**config.mk**
```make
export PLATFORM = sky130hd
export DESIGN_NAME = bus_op_sequencer
export DESIGN_NICKNAME = d
export VERILOG_FILES = /design/src/rtl/bus_seq_pkg.sv /design/src/rtl/bus_regfile.sv /design/src/rtl/bus_op_sequencer.sv
export SDC_FILE = /design/constraint.sdc
export NUM_CORES = 1
export LEC_CHECK = 0
export CAP_MARGIN = 40
export CORE_MARGIN = 10
export CORE_UTILIZATION = 45
export DETAILED_ROUTE_END_ITERATION = 8
export PLACE_DENSITY = 0.65
export SLEW_MARGIN = 20
export SYNTH_ARGS = -nofsm -noshare
export SYNTH_HDL_FRONTEND = slang
export SYNTH_SLANG_ARGS = --single-unit
export TNS_END_PERCENT = 5
```
**constraint.sdc**
```tcl
create_clock -name clock -period 10.47 [get_ports clock]
set_input_delay 1.5705 -clock clock [delete_from_list [all_inputs] [get_ports clock]]
set_output_delay 1.5705 -clock clock [all_outputs]
set_load 0.01 [all_outputs]
```
**src/rtl/bus_seq_pkg.sv**
```systemverilog
// Shared opcode, state encoding and operand-usage helpers for the bus operation sequencer.
package bus_seq_pkg;

  localparam logic [1:0] OP_LOAD = 2'd0;
  localparam logic [1:0] OP_MOVE = 2'd1;
  localparam logic [1:0] OP_ADD  = 2'd2;
  localparam logic [1:0] OP_SUB  = 2'd3;

  typedef enum logic [1:0] {
    ST_IDLE = 2'd0,
    ST_RD_A = 2'd1,
    ST_RD_B = 2'd2,
    ST_WRBK = 2'd3
  } seqState_t;

  // Which source operands an opcode actually reads (drives index range checking)
  function automatic logic usesSrc1(input logic [1:0] op);
    return op != OP_LOAD;
  endfunction

  function automatic logic usesSrc2(input logic [1:0] op);
    return (op == OP_ADD) || (op == OP_SUB);
  endfunction

endpackage

```
**src/rtl/bus_regfile.sv**
```systemverilog
// NREGS x WIDTH register file: one synchronous write port, bus and debug combinational read ports.
module bus_regfile #(
  parameter int unsigned WIDTH = 16,
  parameter int unsigned NREGS = 4,
  parameter int unsigned IDX_W = 4
) (
  input  logic             clock,
  input  logic             reset,
  input  logic             wrEn,
  input  logic [IDX_W-1:0] wrIdx,
  input  logic [WIDTH-1:0] wrData,
  input  logic [IDX_W-1:0] busIdx,
  output logic [WIDTH-1:0] busData,
  input  logic [IDX_W-1:0] dbgIdx,
  output logic [WIDTH-1:0] dbgData
);

  logic [WIDTH-1:0] regs [NREGS];

  // Index compare per entry keeps an out-of-range write a no-op
  always_ff @(posedge clock) begin
    if (!reset) begin
      for (int i = 0; i < int'(NREGS); i++) regs[i] <= '0;
    end else if (wrEn) begin
      for (int i = 0; i < int'(NREGS); i++) begin
        if (wrIdx == IDX_W'(i)) regs[i] <= wrData;
      end
    end
  end

  // Out-of-range reads return zero
  always_comb begin
    busData = '0;
    dbgData = '0;
    for (int i = 0; i < int'(NREGS); i++) begin
      if (busIdx == IDX_W'(i)) busData = regs[i];
      if (dbgIdx == IDX_W'(i)) dbgData = regs[i];
    end
  end

endmodule

```
**src/rtl/bus_op_sequencer.sv**
```systemverilog
// Register-transfer sequencer: runs LOAD/MOVE/ADD/SUB over a shared internal bus from one command.
module bus_op_sequencer
  import bus_seq_pkg::*;
#(
  parameter int unsigned WIDTH = 16,
  parameter int unsigned NREGS = 4,
  parameter int unsigned IDX_W = 4
) (
  input  logic             clock,
  input  logic             reset,
  input  logic             cmd_valid,
  output logic             cmd_ready,
  input  logic [1:0]       cmd_op,
  input  logic [IDX_W-1:0] cmd_dst,
  input  logic [IDX_W-1:0] cmd_src1,
  input  logic [IDX_W-1:0] cmd_src2,
  input  logic [WIDTH-1:0] cmd_data,
  output logic             done,
  output logic             err,
  output logic             carry,
  output logic             busy,
  output logic [WIDTH-1:0] bus_mon,
  input  logic [IDX_W-1:0] rd_sel,
  output logic [WIDTH-1:0] rd_data
);

  localparam int unsigned CNT_W = IDX_W + 1;
  localparam int unsigned SUM_W = WIDTH + 1;

  seqState_t        state;
  logic [1:0]       opQ;
  logic [IDX_W-1:0] dstQ;
  logic [IDX_W-1:0] src1Q;
  logic [IDX_W-1:0] src2Q;
  logic [WIDTH-1:0] dataQ;
  logic [WIDTH-1:0] opA;
  logic [WIDTH-1:0] opB;

  logic [WIDTH-1:0] busVal;
  logic [WIDTH-1:0] regBusData;
  logic [IDX_W-1:0] busIdx;
  logic [SUM_W-1:0] sumFull;
  logic [SUM_W-1:0] diffFull;
  logic [SUM_W-1:0] arithFull;
  logic             cmdBad;
  logic             regWrEn;

  // Extra bit on the compare so NREGS == 2**IDX_W still works
  function automatic logic inRange(input logic [IDX_W-1:0] idx);
    return {1'b0, idx} < CNT_W'(NREGS);
  endfunction

  assign cmdBad = !inRange(dstQ)
               || (usesSrc1(opQ) && !inRange(src1Q))
               || (usesSrc2(opQ) && !inRange(src2Q));

  assign busIdx    = (state == ST_RD_B) ? src2Q : src1Q;
  assign sumFull   = {1'b0, opA} + {1'b0, opB};
  assign diffFull  = {1'b0, opA} - {1'b0, opB};
  assign arithFull = (opQ == OP_SUB) ? diffFull : sumFull;
  assign regWrEn   = (state == ST_WRBK) && !cmdBad;

  assign cmd_ready = (state == ST_IDLE);
  assign busy      = (state != ST_IDLE);
  assign bus_mon   = busVal;

  // Single bus driver per state; floats to zero when idle
  always_comb begin
    busVal = '0;
    unique case (state)
      ST_IDLE: busVal = '0;
      ST_RD_A: busVal = regBusData;
      ST_RD_B: busVal = regBusData;
      ST_WRBK: begin
        unique case (opQ)
          OP_LOAD: busVal = dataQ;
          OP_MOVE: busVal = opA;
          default: busVal = arithFull[WIDTH-1:0];
        endcase
      end
    endcase
  end

  bus_regfile #(
    .WIDTH(WIDTH),
    .NREGS(NREGS),
    .IDX_W(IDX_W)
  ) u_regfile (
    .clock  (clock),
    .reset  (reset),
    .wrEn   (regWrEn),
    .wrIdx  (dstQ),
    .wrData (busVal),
    .busIdx (busIdx),
    .busData(regBusData),
    .dbgIdx (rd_sel),
    .dbgData(rd_data)
  );

  // Sequencer: one cycle per state, done/err pulse in the cycle after WRBK
  always_ff @(posedge clock) begin
    if (!reset) begin
      state <= ST_IDLE;
      opQ   <= OP_LOAD;
      dstQ  <= '0;
      src1Q <= '0;
      src2Q <= '0;
      dataQ <= '0;
      opA   <= '0;
      opB   <= '0;
      carry <= 1'b0;
      done  <= 1'b0;
      err   <= 1'b0;
    end else begin
      done <= 1'b0;
      err  <= 1'b0;
      unique case (state)
        ST_IDLE: begin
          if (cmd_valid) begin
            opQ   <= cmd_op;
            dstQ  <= cmd_dst;
            src1Q <= cmd_src1;
            src2Q <= cmd_src2;
            dataQ <= cmd_data;
            state <= (cmd_op == OP_LOAD) ? ST_WRBK : ST_RD_A;
          end
        end
        ST_RD_A: begin
          opA   <= busVal;
          state <= (opQ == OP_MOVE) ? ST_WRBK : ST_RD_B;
        end
        ST_RD_B: begin
          opB   <= busVal;
          state <= ST_WRBK;
        end
        ST_WRBK: begin
          done <= 1'b1;
          err  <= cmdBad;
          if (!cmdBad && usesSrc2(opQ)) carry <= arithFull[WIDTH];
          state <= ST_IDLE;
        end
      endcase
    end
  end

endmodule

```
# After elaboration in Yosys (flattened, before gate mapping)
# Memories as Yosys holds them, arrays and structs flattened.
# Cells that the tools add are included.
[classes]
addsub = 2
muxes = 38
order_cmp = 3
n_eq_ne = 16
bitwise = 4
n_reduce_logical = 23
[op_table]
columns = ["op", "n"]
rows = [
  ["$mux 16", 12],
  ["$pmux 16 s3", 1],
  ["$pmux 16 s2", 1],
  ["$eq 4x2->1 const B", 6],
  ["$mux 1", 19],
  ["$add 16x16->17", 1],
  ["$mux 17", 1],
  ["$sub 16x16->17", 1],
  ["$eq 4x1->1 const B", 3],
  ["$logic_not 4->1", 3],
  ["$lt 4x3->1 const B", 3],
  ["$eq 2x2->1 const B", 4],
  ["$pmux 2 s4", 1],
  ["$logic_not 2->1", 3],
  ["$reduce_and 2->1", 3],
  ["$eq 2x1->1 const B", 2],
  ["$logic_and 1x1->1", 4],
  ["$logic_not 1->1", 4],
  ["$mux 2", 2],
  ["$mux 4", 1],
  ["$or 1x1->1", 4],
  ["$reduce_bool 2->1", 2],
  ["$logic_or 1x1->1", 3],
  ["$ne 2x2->1 const B", 1],
  ["$reduce_or 2->1", 1],
]
[word_totals]
register_bits = 67
ram_bits = 64
out_inout_bits = 37
memories = 1
[mem_list]
columns = ["memory", "words", "word_bits", "rd", "rd_ports_with_merged_regs", "write_ports", "line_no", "rtl"]
rows = [
  ["u_regfile.regs", 4, 16, 4, 0, 4, "bus_regfile.sv:18", "logic [WIDTH-1:0] regs [NREGS];"],
]

# Depth between registers and ports, before layout
[depth]
ltp_word = 11
depth_mapped = 15
mapped_depth_nobuf = 15

# By module
# From an unflattened synthesis, not the netlist that was laid out.
[unflattened]
cells_unflattened = 837
area_unflattened_um2 = 7598.5
[by_module_without_submodules]
columns = ["mod", "cells_per_inst", "area_per_inst_um2", "instances"]
rows = [
  ["bus_op_sequencer", 533, 4067.7, 1],
  ["bus_regfile", 304, 3530.9, 1],
]

# Least setup slack after synthesis
# Ideal clock, no wire load.
[synth_path]
kind = "reg-to-output"
from = "register opB[2]"
to = "output bus_mon[14]"
path_slack_ns = 5.762
path_buffers = 1
required_time_ns = 8.899
arrival_time_ns = 3.138
stages_incl_launch_ff = 13
path_cell_list = "dfxtp_1 or3_4 or4_4 o41ai_4 xor2_1 ha_1 clkbuf_1 nand2_1 o31ai_2 a21oi_2 o41ai_2 a31oi_4 inv_1"
[synth_via]
elab_chain_len = 4
[synth_rtl]
columns = ["item", "line_no", "rtl"]
rows = [
  ["start, declared", "bus_op_sequencer.sv:37", "logic [WIDTH-1:0] opB;"],
  ["start signal, assigned", "bus_op_sequencer.sv:133", "opB <= busVal;"],
  ["$add 16x16->17 / $sub 16x16->17 (equally long branches)", "bus_op_sequencer.sv:58, bus_op_sequencer.sv:59", ""],
  ["$mux 17 *", "bus_op_sequencer.sv:60", "assign arithFull = (opQ == OP_SUB) ? diffFull : sumFull;"],
  ["$pmux 16 s2 *", "bus_op_sequencer.sv:75", "unique case (opQ)"],
  ["$pmux 16 s3 *", "bus_op_sequencer.sv:70", "unique case (state)"],
  ["end, declared", "bus_op_sequencer.sv:22", "output logic [WIDTH-1:0] bus_mon,"],
]
# Mark *: on every way between the ends. The rest lies on a longest branch, timed or not.

# Worst setup path after layout
# Same ends and word-level chain as after synthesis.

==> results_dict.tcl <==
set metrics [dict create \
    synthDistinctLibCells 70 \
    clock-sinks 131 \
    cts-buffers-inserted 17 \
    path_cells "or3_4 -> or4_4 -> o41ai_4 -> xor2_1 -> ha_1 -> nand2_1 -> o31ai_2 -> a21oi_2 -> o41ai_2 -> a31oi_4 -> inv_1 -> clkdlybuf4s50_1" \
    dpl_worst_slack_ns 4.94 \
    nFillCells 1443 \
    synth_top_family_by_area "compound AO/OA/AOI/OAI gates" \
    die_w_um 148 \
    power_mw 2.57 \
    peakVddDrop_mv 0.180 \
    die_h_um 148 \
    layout-drive-gt1-share_pct 11.8 \
    whs_path_depth 2 \
    rsz0062_at_grt "no" \
    finalSetupTns_ns 0 \
    grt.overflow.total 0 \
    syn_area_um2 7370 \
    core_area_um2 15900 \
    synth_adder_area_share_pct 3.84 \
    critPathKind "flop to output pin" \
    async_reset_ff_share_pct 0 \
    synth_compound_area_share_pct 18.4 \
    vias_per_cell 5.64 \
    p_leak_nw 3.48 \
    ios 74 \
    clk_pin_slew_ns 0.06 \
    finalWorstSetupSlack_ns 4.54 \
    synthToLayoutAreaGrowth_pct 21.9 \
    grt_max_degree 43 \
    r2r_start "opB[2]" \
    synth-edff-count 64 \
    io_buffers 73 \
    grt_pass1_vias 6328 \
    grt_pass1_wl_mm 34.7 \
    drtAntennaViolNets 0 \
    cp.arrival_ns 4.36 \
    start_util_pct 46.2 \
    finClkSkew_ns 0.00861 \
    yosys.area_share.simple_pct 18.4 \
    route.vias.total 6237 \
    drc 0 \
    status "finished, final reports clean" \
    hold_ws_ns 0.463 \
    dieArea_um2 21900 \
    grt.total_usage_pct 20.0 \
    power.density_nw_per_um2 286 \
    critPathMaxStageDelay_ns 0.55 \
    avgSynthCellArea_um2 9.05 \
    holdCritPathClass "flop to flop" \
    slowest_stage "clkdlybuf4s50_1" \
    critPathRequiredTime_ns 8.90 \
    avgRoutedWirePerCell_um 19.9 \
    cts_tree "yes" \
    diodes 0 \
    routed_wl_mm 22.1 \
    cts_setup_buffers 0 \
    clock_latency_ns 0.43 \
    synth_cells 814 \
    synthMuxAreaShare_pct 7.69 \
    row_count 46 \
    setup_violations 0 \
    worstHoldStart "dataQ[3]" \
    antenna_found_initial 0 \
    first_pass_iters 5 \
    cts_resized 0 \
    synth_ff_type "dfxtp_1" \
    max_freq_mhz 169 \
    slew_viol_final 0 \
    instances_no_fill 1106 \
    timing.rr.end "u_regfile.regs[0][12]" \
    cp_max_fo 7 \
    gp_congestion 0.910 \
    htree_levels 4 \
    min_period_ns 5.93 \
    final_nets 936 \
    final-hold-violation-count 0 \
    synth_xor_area_share_pct 2.97 \
    syn_nets 873 \
    cts_buffer_depth 2 \
    worst_pin_slew_ns 0.789 \
    dp_hpwl_mm 15.9 \
    startpoint_type "flop" \
    yosysWarnings 0 \
    r2r_slack_ns 6.80 \
    reg2regPathDepth 12 \
    root_buffer "clkbuf_16" \
    initialDrtViolationCount 581 \
    hold_path_end "dataQ[3]" \
    relSlewSlack_pct 47.4 \
    dp_cells 1071 \
    ctsHoldBuffers 0 \
    ys_ff_latch 131 \
    finalCritPeriodShare_pct 56.6 \
    critPathCaptureType "output pin" \
    max_cap_viol_count 0 \
    crit_start "opB[2]" \
    ys_seq_area_share_pct 44.3 \
]
-- registers in the layout (all words and copies together) (netlist names) --
signal	count
carry	1
dataQ	16
done	1
dstQ	4
err	1
opA	16
opB	16
opQ	2
src1Q	4
src2Q	4
state	2
u_regfile.regs	64
-- worst max-delay path by stage --
| stage | endpoint | slack (ns) | cells after the start |
|---|---|---|---|
| finish | bus_mon[14] | 4.54 | 12 |
| global route | bus_mon[15] | 4.29 | 14 |
| CTS | bus_mon[14] | 4.53 | 12 |
| detailed placement | rd_data[6] | 4.94 | 5 |
| global placement | bus_mon[14] | 4.96 | 12 |
| floorplan | bus_mon[14] | 5.76 | 12 |
-- routing by layer --
layer	wire length (µm)	global-route usage [%]	vias up
li1	-	-	2995
met2	10300	32.8	237
met4	576	7.53	0
met1	9660	25.1	2965
met3	1470	4.67	40
met5	0	0	-
-- synth_stat cells (all sizes together), types with 5 or more instances --
library cell,n,share of area [%]
nand2,153,7.9
nor2,88,4.5
o21ai,80,5.6
a21oi,79,5.6
dfxtp,67,18
edfxtp,64,26
clkbuf,34,1.7
inv,27,1.4
ha,21,3.6
mux2i,18,2.5
buf,16,1.4
xnor2,15,1.8
mux4,12,3.8
nor3,11,0.81
a211oi,10,1.0
xor2,10,1.2
mux2,9,1.4
a22oi,8,0.81
nand2b,8,0.68
nand3,7,0.48
nor2b,7,0.59
a21o,6,0.63
nand3b,6,0.61
o31ai,6,0.68
and2,5,0.42
nor3b,5,0.58
-- layout by cell type (no fill, tap or decap), types with 6 or more instances in the layout --
cell type,n
clkdlybuf4s50_1,73
inv_8,6
xor2_1,10
mux2_2,9
nand3_1,7
edfxtp_1,64
nand2b_1,8
nor2b_1,7
nand3b_1,6
o21ai_0,70
mux2i_1,16
ha_1,21
o21ai_2,6
mux4_2,10
a211oi_1,10
inv_1,27
nand2_1,150
clkbuf_16,17
a21oi_1,75
a22oi_1,8
nor2_1,88
buf_4,11
nor3_1,10
xnor2_1,15
dfxtp_1,67
buf_8,6
-- report_power, final --
part / internal [mW] / switching (mW)
Sequential: 0.605 / 0.0687
Combinational: 0.520 / 0.787
Clock: 0.320 / 0.271
Total: 1.45 / 1.13
-- through the flow --
step	util (%)	area, µm²
floorplan	-	7370
finish	56.4	8980
global route	56.4	8980
global placement	51.8	8260
CTS	56.1	8950
detailed placement	52.4	8360
-- logic make-up (layout without fill, tap and decap cells) --
group	count (synthesis)	after routing
simple gates	306	306
compound gates	214	214
flops	131	131
buf+inv	77	153
mux	39	39
xor+xnor	25	25
fa+ha+maj	22	22
-- layout make-up --
type / count / area [µm²] / area share (%)
clock buffer: 17 / 425 / 4.73
clock inverter: 15 / 160 / 1.78
inverter: 27 / 101 / 1.13
multi-input combinational: 606 / 3820 / 42.5
sequential: 131 / 3260 / 36.3
tap: 216 / 270 / 3.01
timing repair buffer: 94 / 948 / 10.6
-- worst max-delay path, delay by kind of cell, from the launching register on --
kind	cells	cell delay, ns
fa+ha+maj	1	0.44
simple gates	3	0.99
flops	1	0.35
xor+xnor	1	0.12
compound gates	5	1.36
buf+inv	2	0.67
(Power assumes the default switching activity.)
